[config.mk]
export PLATFORM = sky130hd
export DESIGN_NAME = arb_requester
export DESIGN_NICKNAME = d
export VERILOG_FILES = /design/src/rtl/arb_pkg.sv /design/src/rtl/arb_len_fifo.sv /design/src/rtl/arb_requester.sv
export SDC_FILE = /design/constraint.sdc
export NUM_CORES = 1
export LEC_CHECK = 0
export BUFFER_PORTS_ARGS = -buffer_cell sky130_fd_sc_hd__buf_2
export CAP_MARGIN = 20
export CORE_UTILIZATION = 59
export CTS_CLUSTER_SIZE = 28
export DETAILED_ROUTE_END_ITERATION = 7
export PLACE_DENSITY = 0.76
export SLEW_MARGIN = 20
export SYNTH_ARGS = -nofsm -noshare
export SYNTH_HDL_FRONTEND = slang
export SYNTH_HIERARCHICAL = 1
export SYNTH_SLANG_ARGS = --single-unit
[constraint.sdc]
create_clock -name i_clock -period 3.8 [get_ports i_clock]
set_input_delay 0.95 -clock i_clock [delete_from_list [all_inputs] [get_ports i_clock]]
set_output_delay 0.95 -clock i_clock [all_outputs]
set_load 0.02 [all_outputs]
[src/rtl/arb_pkg.sv]
// Shared types and constants for the two-client request/grant arbiter and its requesters.
package arb_pkg;

  localparam int unsigned ArbNumClients = 2;
  // One request line and one grant line per client (R0/G0, R1/G1).
  localparam int unsigned ArbReqW       = ArbNumClients;
  localparam int unsigned ArbGntW       = ArbNumClients;

  typedef enum logic [1:0] {
    StIdle    = 2'b00,
    StReq     = 2'b01,
    StOwn     = 2'b10,
    StRelease = 2'b11
  } req_state_e;

endpackage

[src/rtl/arb_len_fifo.sv]
// Synchronous FIFO of burst lengths for the requester job queue.
module arb_len_fifo
  import arb_pkg::*;
#(
  parameter int unsigned DEPTH = 4,
  parameter int unsigned LEN_W = 4
) (
  input  logic                       i_clock,
  input  logic                       i_reset,
  input  logic                       i_push,
  input  logic [LEN_W-1:0]           i_data,
  input  logic                       i_pop,
  output logic [LEN_W-1:0]           o_head,
  output logic                       o_full,
  output logic                       o_empty,
  output logic [$clog2(DEPTH+1)-1:0] o_count
);

  localparam int unsigned PTR_W = $clog2(DEPTH);
  localparam int unsigned CNT_W = $clog2(DEPTH + 1);

  logic [LEN_W-1:0] r_mem [DEPTH];
  logic [PTR_W-1:0] r_wr_ptr;
  logic [PTR_W-1:0] r_rd_ptr;
  logic [CNT_W-1:0] r_count;
  logic             w_push;
  logic             w_pop;

  assign o_full  = (r_count == CNT_W'(DEPTH));
  assign o_empty = (r_count == '0);
  // Full is taken from the registered count, so a same-cycle pop never frees a slot for a push.
  assign w_push  = i_push & ~o_full;
  assign w_pop   = i_pop & ~o_empty;
  assign o_head  = r_mem[r_rd_ptr];
  assign o_count = r_count;

  always_ff @(posedge i_clock) begin
    if (w_push) r_mem[r_wr_ptr] <= i_data;
  end

  always_ff @(posedge i_clock or posedge i_reset) begin
    if (i_reset) begin
      r_wr_ptr <= '0;
      r_rd_ptr <= '0;
      r_count  <= '0;
    end else begin
      if (w_push) r_wr_ptr <= r_wr_ptr + PTR_W'(1);
      if (w_pop)  r_rd_ptr <= r_rd_ptr + PTR_W'(1);
      unique case ({w_push, w_pop})
        2'b10:   r_count <= r_count + CNT_W'(1);
        2'b01:   r_count <= r_count - CNT_W'(1);
        default: r_count <= r_count;
      endcase
    end
  end

endmodule

[src/rtl/arb_requester.sv]
// Client-side arbiter agent: queues burst jobs, requests the bus, streams beats while granted
// and releases the request for one cycle between bursts.
module arb_requester
  import arb_pkg::*;
#(
  parameter int unsigned DEPTH   = 4,
  parameter int unsigned LEN_W   = 4,
  parameter int unsigned TIMEOUT = 15
) (
  input  logic                       i_clock,
  input  logic                       i_reset,
  input  logic                       i_job_valid,
  input  logic [LEN_W-1:0]           i_job_len,
  output logic                       o_job_ready,
  input  logic                       i_grant,
  output logic                       o_request,
  output logic                       o_beat,
  output logic                       o_done,
  output logic                       o_timeout_err,
  output logic [$clog2(DEPTH+1)-1:0] o_pending
);

  localparam int unsigned WAIT_W = $clog2(TIMEOUT + 1);
  localparam int unsigned REM_W  = LEN_W + 1;

  req_state_e        r_state;
  req_state_e        w_state_d;
  logic [WAIT_W-1:0] r_wait;
  logic [WAIT_W-1:0] w_wait_d;
  logic [WAIT_W-1:0] w_wait_inc;
  logic [REM_W-1:0]  r_remain;
  logic [REM_W-1:0]  w_remain_d;
  logic              r_done;
  logic              r_tmo;
  logic              w_done_d;
  logic              w_tmo_d;
  logic              w_push;
  logic              w_pop;
  logic              w_full;
  logic              w_empty;
  logic [LEN_W-1:0]  w_head;

  assign o_job_ready   = ~w_full;
  assign w_push        = i_job_valid & ~w_full;
  assign w_wait_inc    = r_wait + WAIT_W'(1);
  assign o_done        = r_done;
  assign o_timeout_err = r_tmo;

  arb_len_fifo #(
    .DEPTH (DEPTH),
    .LEN_W (LEN_W)
  ) u_fifo (
    .i_clock (i_clock),
    .i_reset (i_reset),
    .i_push  (w_push),
    .i_data  (i_job_len),
    .i_pop   (w_pop),
    .o_head  (w_head),
    .o_full  (w_full),
    .o_empty (w_empty),
    .o_count (o_pending)
  );

  always_ff @(posedge i_clock or posedge i_reset) begin
    if (i_reset) r_state <= StIdle;
    else         r_state <= w_state_d;
  end

  always_comb begin
    w_state_d  = r_state;
    w_wait_d   = r_wait;
    w_remain_d = r_remain;
    w_pop      = 1'b0;
    w_done_d   = 1'b0;
    w_tmo_d    = 1'b0;
    unique case (r_state)
      StIdle: begin
        w_wait_d = '0;
        // A push this cycle lands in the queue before the first REQ cycle reads the head.
        if (!w_empty || w_push) w_state_d = StReq;
      end
      StReq: begin
        if (i_grant) begin
          w_state_d = StOwn;
          w_wait_d  = '0;
          // Non-zero remain means a preempted burst resuming where it stopped.
          if (r_remain == '0) w_remain_d = REM_W'(w_head) + REM_W'(1);
        end else if (w_wait_inc == WAIT_W'(TIMEOUT)) begin
          w_state_d  = StRelease;
          w_pop      = 1'b1;
          w_tmo_d    = 1'b1;
          w_remain_d = '0;
          w_wait_d   = '0;
        end else begin
          w_wait_d = w_wait_inc;
        end
      end
      StOwn: begin
        if (i_grant) begin
          w_remain_d = r_remain - REM_W'(1);
          if (r_remain == REM_W'(1)) begin
            w_state_d = StRelease;
            w_pop     = 1'b1;
            w_done_d  = 1'b1;
          end
        end else begin
          w_state_d = StReq;
          w_wait_d  = '0;
        end
      end
      StRelease: w_state_d = StIdle;
      default:   w_state_d = StIdle;
    endcase
  end

  always_comb begin
    o_request = 1'b0;
    o_beat    = 1'b0;
    unique case (r_state)
      StReq:   o_request = 1'b1;
      StOwn: begin
        o_request = 1'b1;
        o_beat    = i_grant;
      end
      default: begin
        o_request = 1'b0;
        o_beat    = 1'b0;
      end
    endcase
  end

  always_ff @(posedge i_clock or posedge i_reset) begin
    if (i_reset) begin
      r_wait   <= '0;
      r_remain <= '0;
      r_done   <= 1'b0;
      r_tmo    <= 1'b0;
    end else begin
      r_wait   <= w_wait_d;
      r_remain <= w_remain_d;
      r_done   <= w_done_d;
      r_tmo    <= w_tmo_d;
    end
  end

endmodule

==> results of run 1 <==
## layout make-up
cell class              count  area [um^2]
flip-flops and latches     36          981
multi-input cells         112          951
well taps                  44         55.1
clock inverters             3         23.8
fillers                   247          962
clock buffers               5         37.5
inverters                  18         67.6
repair buffers             15         75.1
## worst max path at each step
stage	slack (ns)	to	start
final	0.69	u_fifo/o_count[2]	r_state[0]
after global routing	0.48	u_fifo/o_count[2]	r_state[0]
after CTS	0.70	u_fifo/o_count[2]	r_state[0]
after detailed placement	0.70	u_fifo/o_count[2]	i_grant
after global placement	0.84	u_fifo/o_count[2]	i_grant
after floorplan	0.99	u_fifo/o_count[2]	i_grant
## registers in the layout (all words and copies together), names as in the netlist
signal           cells
o_timeout_err        1
u_fifo/r_mem        16
r_wait               4
o_done               1
r_state              2
u_fifo/r_wr_ptr      2
u_fifo/o_count       3
r_remain             5
u_fifo/r_rd_ptr      2
## routing by layer
layer,vias to the layer above,track usage [%]
met5,-,0
met4,0,8.77
met3,7,7.04
met2,21,35.8
met1,614,23.6
li1,638,-
## report_power, final
group	switching [W]	internal [W]
registers	0.000114	0.000523
clock network	0.000136	0.0000727
logic	0.000354	0.000295
## cells in the mapped netlist (all sizes together) (3+ instances only)
cell	n	area (um^2)
xor2	4	35.0
nor4b	3	32.5
nor3	3	15.0
a21oi	8	40.0
and2	5	36.3
edfxtp	16	480
nand2b	3	18.8
o21ai	9	45.0
dfrtp	20	500
mux4	4	90.1
nor2	7	26.3
nand2	10	37.5
xnor2	4	35.0
a31oi	3	18.8
nor2b	3	26.3
inv	18	67.6
ha	15	188
## metrics by stage
step	total power (W)	hold WS, ns	setup WS, ns	instance area, um^2	utilization, %
after detailed placement	0.00130	0.515	0.696	2130	67.5
final	0.00149	0.536	0.687	2190	69.5
after floorplan	0.00115	0.486	0.994	2030	-
after global placement	0.00126	0.508	0.845	2130	67.5
after global routing	0.00161	0.537	0.483	2190	69.5
after CTS	0.00151	0.524	0.702	2190	69.5
## logic make-up after synthesis
| family | Yosys count |
|---|---|
| AOI/OAI and AO/OA | 34 |
| and+or+nand+nor | 46 |
| muxes | 8 |
| adders and majority gates | 16 |
| xor gates and xnor gates | 8 |
| DFF | 36 |
| buffers and inverters | 21 |
==> impl_metrics.json, run 1 <==
{
  "start_kind": "register",
  "yosys_warnings": 6,
  "tightestPinTransition_ns": 0.546,
  "io_buffers": 15,
  "highest_layer": "met4",
  "antenna_cells": 0,
  "postCtsSetupBuffers": 0,
  "cts-root-buf": "clkbuf_4",
  "grt_usage_pct": 20.8,
  "die_y_um": 60.6,
  "p_per_area_nw_per_um2": 682,
  "fin_nets": 212,
  "ys_seq_elements": 36,
  "final_common_cell": "dfrtp_1",
  "seq_area_frac_synth_pct": 48.4,
  "rr_endpoint": "u_fifo/o_count[2]",
  "wl_met1_um": 1440,
  "synth-async-reset-ratio_pct": 55.6,
  "synth_nets": 193,
  "fin_cells": 233,
  "reg2regPathDepth": 13,
  "detail_route.wl_per_cell_um": 13.9,
  "cp_max_fo": 14,
  "cp_num_cells": 13,
  "synth_adder_area_share_pct": 10.2,
  "synth_edf_count": 16,
  "synthFlopType": "dfrtp_1",
  "dpl.cell_count": 225,
  "met3_length_um": 91,
  "end_kind": "register",
  "yosys.area_share.simple_pct": 14.5,
  "grt_max_degree": 15,
  "setup_viol": 0,
  "post_cts.resized_instances": 0,
  "antenna_left": 0,
  "avgSynthCellArea_um2": 12.0,
  "cts_tree": "yes",
  "viasPerCell": 5.49,
  "max_cap_viol_count": 0,
  "critPathBufInv": 3,
  "cts_sinks": 36,
  "initial_core_util_pct": 64.3,
  "fmax_ghz": 0.321,
  "critical_path.slowest_cell": "ha_1",
  "h-tree-depth": 2,
  "dieArea_um2": 3680,
  "routed-wl-met2_um": 1660,
  "die_w_um": 60.6,
  "status": "finished clean",
  "ios": 16,
  "first_global_vias": 1277,
  "wl_um": 3230,
  "synth_top_family_by_area": "simple AND/OR/NAND/NOR gates",
  "final_cell_mix": "dfrtp_1, inv_1, edfxtp_1",
  "cp.arrival_ns": 3.37,
  "first_pass_iters": 3,
  "synth_compound_area_share_pct": 11.8,
  "crit_type": "reg2reg",
  "vdd_drop_max_v": 0.000434,
  "max_stage_delay_ns": 0.53,
  "insertion_delay_ns": 0.35,
  "period_needed_ns": 3.11,
  "crit_top_cell": "inv_1",
  "hold_class": "in2async",
  "antenna_found_initial": 0,
  "vias": 1280,
  "gp_congestion": 0.843,
  "p_leak_nw": 0.938,
  "row_count": 20,
  "synth_xor_area_share_pct": 3.45,
  "slew_viol_final": 0,
  "r2r_start": "r_state[0]",
  "coreArea_um2": 3150,
  "finClkSkew_ns": 0.0140,
  "synthMuxAreaShare_pct": 6.91,
  "hold_violations": 0,
  "hpwl_um": 2490,
  "ys_types": 49,
  "drtIter0Drc": 65,
  "regToRegSetupSlack_ns": 0.69,
  "hold_buffers": 0,
  "clk_pin_slew_ns": 0.12,
  "cp.required_ns": 4.06,
  "netlist_area_um2": 2030,
  "syn_inst": 169,
  "setup_tns_ns": 0,
  "fin_crit_sh_pct": 81.9,
  "drive_gt1_share_pct": 23.8,
  "area_growth_pct": 8.02,
  "grt-ovfl-total": 0,
  "rsz0062_at_grt": "false",
  "crit_chain": "inv_1 > ha_1 > nand2_1 > inv_1 > nand2_1 > a21boi_0 > o31a_2 > ha_1 > inv_1 > fa_1 > xor2_1 > nor2_1 > xor2_1",
  "clock_path_buffers": 2,
  "cts_made_buffers": 5,
  "crit_family": "adder cells",
  "grt_pass1_wl_um": 5420,
  "relSlewSlack_pct": 63.6,
  "drcViolationCount": 0
}
Power figures use the tool's default switching activity.
==> inputs of run 2 (changes only) <==
--- a/config.mk
+++ b/config.mk
@@ -5,12 +5,13 @@
 export SDC_FILE = /design/constraint.sdc
 export NUM_CORES = 1
 export LEC_CHECK = 0
+export ABC_AREA = 1
 export BUFFER_PORTS_ARGS = -buffer_cell sky130_fd_sc_hd__buf_2
 export CAP_MARGIN = 20
 export CORE_UTILIZATION = 59
 export CTS_CLUSTER_SIZE = 28
 export DETAILED_ROUTE_END_ITERATION = 7
-export PLACE_DENSITY = 0.76
+export PLACE_DENSITY = 0.75
 export SLEW_MARGIN = 20
 export SYNTH_ARGS = -nofsm -noshare
 export SYNTH_HDL_FRONTEND = slang
==> constraint.sdc (replaced) <==
create_clock -name i_clock -period 3.2 [get_ports i_clock]
set_input_delay 0.8 -clock i_clock [delete_from_list [all_inputs] [get_ports i_clock]]
set_output_delay 0.8 -clock i_clock [all_outputs]
set_load 0.02 [all_outputs]
==> run 2 against run 1 <==
Compared with the run above: combinational power rose by 36%; non-clock buffer count rose by 1; critical endpoint unchanged; via count is 22% higher; routed wire length is 8.5% higher; global-route usage is 0.82 points higher; synthesized cell count increased by 46%.
==> impl_metrics.json, run 2 <==
{
  "clock_path_buffers": 2,
  "reg2regPathDepth": 15,
  "setup_slack_ns": 0.341,
  "drcViolationCount": 0,
  "finClkSkew_ns": 0.0119,
  "grt-ovfl-total": 0,
  "yosys_warnings": 6,
  "viasPerCell": 4.95,
  "first_global_vias": 1304,
  "crit_family": "adder cells",
  "netlist_area_um2": 2090,
  "ys_types": 22,
  "synth_nets": 270,
  "fin_crit_sh_pct": 89.3,
  "largest_reg_flops": 16,
  "h-tree-depth": 2,
  "reg.largest.list": "u_fifo/r_mem x16, r_remain x5, r_wait x4",
  "hold_violations": 0,
  "hpwl_um": 2750,
  "synth-async-reset-ratio_pct": 55.6,
  "vdd_drop_max_v": 0.000415,
  "holdWs_ns": 0.363,
  "max_cap_viol_count": 0,
  "vias": 1558,
  "syn_inst": 246,
  "critical_path.slowest_cell": "dfrtp_1",
  "tightestPinTransition_ns": 0.513,
  "cts_made_buffers": 5,
  "final_util_pct": 68.5,
  "io_buffers": 15,
  "synth_most_common_cell": "nand2_1",
  "regToRegSetupSlack_ns": 0.34,
  "gp_congestion": 0.829,
  "synth_common_cells": "nand2_1, inv_1, nand3_1, dfrtp_1, edfxtp_1",
  "grt_usage_pct": 21.6,
  "end_kind": "register",
  "final_common_cell": "nand2_1",
  "avgSynthCellArea_um2": 8.50,
  "cts-root-buf": "clkbuf_4",
  "period_needed_ns": 2.86,
  "crit_type": "reg2reg",
  "cp.arrival_ns": 3.10,
  "dieArea_um2": 3790,
  "hold_class": "in2async",
  "first_pass_iters": 5,
  "slew_viol_final": 0,
  "dp_slack_ns": 0.316,
  "post_cts.resized_instances": 0,
  "wl_um": 3510,
  "num-fill-cells": 305,
  "p_per_area_nw_per_um2": 839,
  "largest-register": "u_fifo/r_mem",
  "detail_route.wl_per_cell_um": 11.1,
  "die_y_um": 61.5,
  "postCtsSetupBuffers": 0,
  "initial_core_util_pct": 62.2,
  "rsz0062_at_grt": "false",
  "coreArea_um2": 3360,
  "cp.required_ns": 3.44,
  "drtIter0Drc": 118,
  "crit_chain": "inv_1 > ha_1 > nand2_1 > inv_2 > nand4_1 > a21boi_0 > nand2_1 > inv_1 > ha_1 > inv_1 > fa_1 > nand2_1 > nand3_1 > nand2_1 > nand2_1",
  "die_w_um": 61.5,
  "setup_viol": 0,
  "hold_buffers": 0,
  "area_growth_pct": 10.2,
  "final_cell_mix": "nand2_1, inv_1, nand3_1",
  "status": "finished clean",
  "cts_sinks": 36,
  "grt_max_degree": 18,
  "synth_edf_count": 16,
  "grt_pass1_wl_um": 5730,
  "crit_top_cell": "nand2_1",
  "cp_max_fo": 8,
  "fin_nets": 292,
  "yosysTopAreaCell": "dfrtp_1",
  "relSlewSlack_pct": 65.7,
  "rr_endpoint": "u_fifo/o_count[2]",
  "critPathBufInv": 4,
  "max_stage_delay_ns": 0.46,
  "antenna_left": 0,
  "yosysTopAreaCellShare_pct": 23.9,
  "ys_seq_elements": 36,
  "antenna_cells": 0,
  "cts_tree": "yes",
  "insertion_delay_ns": 0.35,
  "ios": 16,
  "fmax_ghz": 0.350,
  "seq_area_frac_synth_pct": 46.9,
  "setup_tns_ns": 0,
  "drive_gt1_share_pct": 13.8,
  "clk_pin_slew_ns": 0.12,
  "row_count": 21,
  "r2r_start": "r_state[0]",
  "synth.area.top_cells": "dfrtp_1, edfxtp_1, nand2_1",
  "synthFlopType": "dfrtp_1",
  "p_leak_nw": 1.20,
  "antenna_found_initial": 0,
  "start_kind": "register"
}
[run 2: cell types whose count changed in the layout (fill, tap and decap cells not counted), sizes merged, moves of 5 or more]
cell    delta
nand2     +61
inv       +36
nand3     +22
o211ai     +8
nor2       +7
a21oi      -5
and2       -5
[run 2: worst max-delay path by stage]
stage / endpoint / slack [ns] / cells past startpoint / start
after floorplan: u_fifo/o_count[2] / 0.66 / 12 / i_grant
after global placement: u_fifo/o_count[2] / 0.50 / 14 / i_grant
after detailed placement: u_fifo/o_count[2] / 0.32 / 14 / i_grant
after CTS: u_fifo/o_count[2] / 0.40 / 15 / r_state[0]
after global routing: u_fifo/o_count[2] / 0.06 / 15 / r_state[0]
final: u_fifo/o_count[2] / 0.34 / 15 / r_state[0]
[run 2: through the flow]
step | power (W) | cell area [um^2] | std cells
4_1_cts | 0.00195 | 2300 | 315
3_3_place_gp | 0.00159 | 2220 | 307
2_1_floorplan | 0.00141 | 2090 | 246
5_1_grt | 0.00211 | 2300 | 315
6_report | 0.00193 | 2300 | 315
3_5_place_dp | 0.00162 | 2220 | 307
[run 2: where the power goes]
group	total (W)	internal, W	switching (W)
registers	0.000717	0.000614	0.000103
clock network	0.000332	0.000167	0.000166
logic	0.000882	0.000310	0.000572
[run 2: area by class of cell]
type / count / area, um^2 / share of cell area [%]
Clock buffer: 5 / 37.5 / 1.63
Clock inverter: 3 / 46.3 / 2.01
Inverter: 53 / 199 / 8.64
Timing Repair Buffer: 16 / 82.6 / 3.59
Multi-Input combinational cell: 156 / 900 / 39.1
Sequential cell: 36 / 981 / 42.6
Tap cell: 46 / 57.6 / 2.50
[run 2: kinds of logic after synthesis]
family | Yosys count | share of synthesized area (%)
simple gates | 113 | 24.2
compound gates | 26 | 8.44
xor+xnor | 1 | 0.419
buf+inv | 54 | 10.1
fa+ha+maj | 16 | 9.93
flops | 36 | 46.9
[run 2: layer usage]
layer  up-vias  global-route usage [%]  part of all wire [%]
li1        829                       -                     -
met1       698                    28.0                    45
met2        26                    34.7                    49
met3         5                    5.67                   4.0
met4         0                    8.25                   1.7
met5         -                       0                     0
[run 2: worst register-to-register path: stages (launching register included)]
cell	delay (ns)
dfrtp_1	0.46
inv_1	0.13
ha_1	0.24
nand2_1	0.11
inv_2	0.14
nand4_1	0.11
a21boi_0	0.40
nand2_1	0.13
inv_1	0.09
ha_1	0.18
inv_1	0.08
fa_1	0.40
nand2_1	0.11
nand3_1	0.08
nand2_1	0.06
nand2_1	0.04
==> inputs of run 3 (changes only) <==
--- a/config.mk
+++ b/config.mk
@@ -6,12 +6,12 @@
 export NUM_CORES = 1
 export LEC_CHECK = 0
 export ABC_AREA = 1
-export BUFFER_PORTS_ARGS = -buffer_cell sky130_fd_sc_hd__buf_2
 export CAP_MARGIN = 20
-export CORE_UTILIZATION = 59
+export CORE_UTILIZATION = 63
 export CTS_CLUSTER_SIZE = 28
 export DETAILED_ROUTE_END_ITERATION = 7
-export PLACE_DENSITY = 0.75
+export DONT_BUFFER_PORTS = 1
+export PLACE_DENSITY = 0.76
 export SLEW_MARGIN = 20
 export SYNTH_ARGS = -nofsm -noshare
 export SYNTH_HDL_FRONTEND = slang
==> constraint.sdc (replaced) <==
create_clock -name i_clock -period 3.2 [get_ports i_clock]
set_input_delay 0.8 -clock i_clock [delete_from_list [all_inputs] [get_ports i_clock]]
set_output_delay 0.8 -clock i_clock [all_outputs]
set_load 0.01 [all_outputs]
==> run 3 against run 2 <==
Compared with the run above: final area shrank 4.7%; highest routed layer unchanged; die area shrank 6.2%; worst hold slack lost 0.095 ns; clock-buffer cell count is the same; fmax grew 4.0%; sequential power grew 1%; via count shrank 3.2%; clock skew shrank 0.0037 ns; sequential share of layout area grew 2.1 points.
==> impl_metrics.json, run 3 (synthesis results as in run 2) <==
{
  "postCtsSetupBuffers": 0,
  "hold_buffers": 0,
  "setup_tns_ns": 0,
  "hold_violations": 0,
  "initial_core_util_pct": 67.4,
  "dpl.cell_count": 289,
  "h-tree-depth": 2,
  "antenna_left": 0,
  "post_cts.resized_instances": 0,
  "placed_cell_area_um2": 2130,
  "rsz0062_at_grt": "false",
  "slew_viol_final": 0,
  "largest-register": "u_fifo/r_mem",
  "grt_usage_pct": 21.5,
  "wl_um": 3370,
  "cp.required_ns": 3.44,
  "num-fill-cells": 260,
  "gp_congestion": 0.895,
  "p_leak_nw": 1.12,
  "vdd_drop_max_v": 0.000458,
  "met3_length_um": 147,
  "grt_max_degree": 18,
  "die_w_um": 59.6,
  "antenna_found_initial": 0,
  "ios": 16,
  "row_count": 20,
  "first_global_vias": 1285,
  "cts_made_buffers": 5,
  "critical_path.slowest_cell": "dfrtp_1",
  "reg2regPathDepth": 15,
  "period_needed_ns": 2.75,
  "cp_max_fo": 6,
  "vias": 1508,
  "antenna_cells": 0,
  "worstSetupStartpoint": "r_state[1]",
  "max_cap_viol_count": 0,
  "drtIter0Drc": 63,
  "start_kind": "register",
  "coreArea_um2": 3100,
  "detail_route.wl_per_cell_um": 11.3,
  "largest_reg_flops": 16,
  "dieArea_um2": 3550,
  "crit_chain": "inv_1 > ha_1 > inv_1 > nor2_1 > nand3_1 > a21boi_1 > nand2_1 > inv_1 > ha_1 > inv_1 > fa_1 > nand2_1 > nand3_1 > nand2_1 > nand2_1",
  "hpwl_um": 2650,
  "fin_nets": 276,
  "cts_tree": "yes",
  "drive_gt1_share_pct": 8.30,
  "critPathBufInv": 4,
  "end_kind": "register",
  "viasPerCell": 5.08,
  "relSlewSlack_pct": 66.2,
  "final_cell_mix": "nand2_1, inv_1, nand3_1",
  "setup_viol": 0,
  "fin_crit_sh_pct": 85.9,
  "crit_type": "reg2reg",
  "die_y_um": 59.6,
  "status": "finished clean",
  "drcViolationCount": 0,
  "cp.arrival_ns": 2.98,
  "highest_layer": "met4",
  "area_growth_pct": 5.03,
  "cp_num_cells": 15,
  "io_buffers": 0,
  "p_per_area_nw_per_um2": 808,
  "grt_pass1_wl_um": 5580,
  "fmax_ghz": 0.364,
  "first_pass_iters": 4,
  "wl_met1_um": 1560,
  "cts_sinks": 36,
  "finClkSkew_ns": 0.00823,
  "max_stage_delay_ns": 0.43,
  "crit_family": "simple AND/OR/NAND/NOR gates",
  "clk_pin_slew_ns": 0.12,
  "insertion_delay_ns": 0.34,
  "routed-wl-met2_um": 1610,
  "cts-root-buf": "clkbuf_4",
  "final_area_um2": 2200,
  "hold_class": "in2async",
  "grt-ovfl-total": 0,
  "fin_cells": 297,
  "reg.largest.list": "u_fifo/r_mem x16, r_remain x5, r_wait x4",
  "r2r_start": "r_state[1]",
  "final_util_pct": 70.8,
  "final_common_cell": "nand2_1",
  "tightestPinTransition_ns": 0.506,
  "clock_path_buffers": 2
}
## run 3: changes by cell type in the layout (fill, tap and decap cells not counted), sizes merged
cell / previous run / this run
buf: 16 / 0
clkinvlp: 1 / 2
bufinv: 1 / 0
clkinv: 0 / 1
inv: 54 / 53
## run 3: per-stage QoR
step	hold slack (ns)	power (W)	setup WS [ns]
CTS	0.263	0.00179	0.379
finish	0.268	0.00177	0.451
global route	0.266	0.00195	0.117
detailed placement	0.492	0.00154	0.409
floorplan	0.463	0.00138	0.663
global placement	0.492	0.00152	0.508
## run 3: cell type report
type                       count  area [um^2]  area share, %
clock buffer                   5         37.5           1.71
clock inverter                 3         23.8           1.08
inverter                      53          199           9.06
multi-input combinational    156          900           41.0
sequential                    36          981           44.7
tap                           44         55.1           2.51
## run 3: worst paths after layout
path / to / slack (ns)
setup / recovery: u_fifo/o_count[2] / 0.45
max in group asynchronous: r_state[1] / 2.51
min in group i_clock: r_remain[1] / 0.52
hold reg to reg: r_remain[1] / 0.52
hold / removal: u_fifo/r_rd_ptr[0] / 0.27
setup reg to reg: u_fifo/o_count[2] / 0.45
## run 3: worst register-to-register path: stages, from the launching register on
cell and delay, ns:
dfrtp_1 0.43, inv_1 0.16, ha_1 0.25, inv_1 0.06, nor2_1 0.31, nand3_1 0.15
a21boi_1 0.23, nand2_1 0.10, inv_1 0.07, ha_1 0.15, inv_1 0.07, fa_1 0.38
nand2_1 0.10, nand3_1 0.08, nand2_1 0.07, nand2_1 0.05
## run 3: power breakdown
group          switching (W)  internal (W)
clock network       0.000157     0.0000864
logic               0.000521      0.000283
registers           0.000113      0.000614
total               0.000791      0.000983
## run 3: metal layers
layer,GRT usage (%),vias up
met3,6.11,6
met2,34.8,27
met5,0,-
li1,-,795
met4,6.98,0
met1,27.9,680
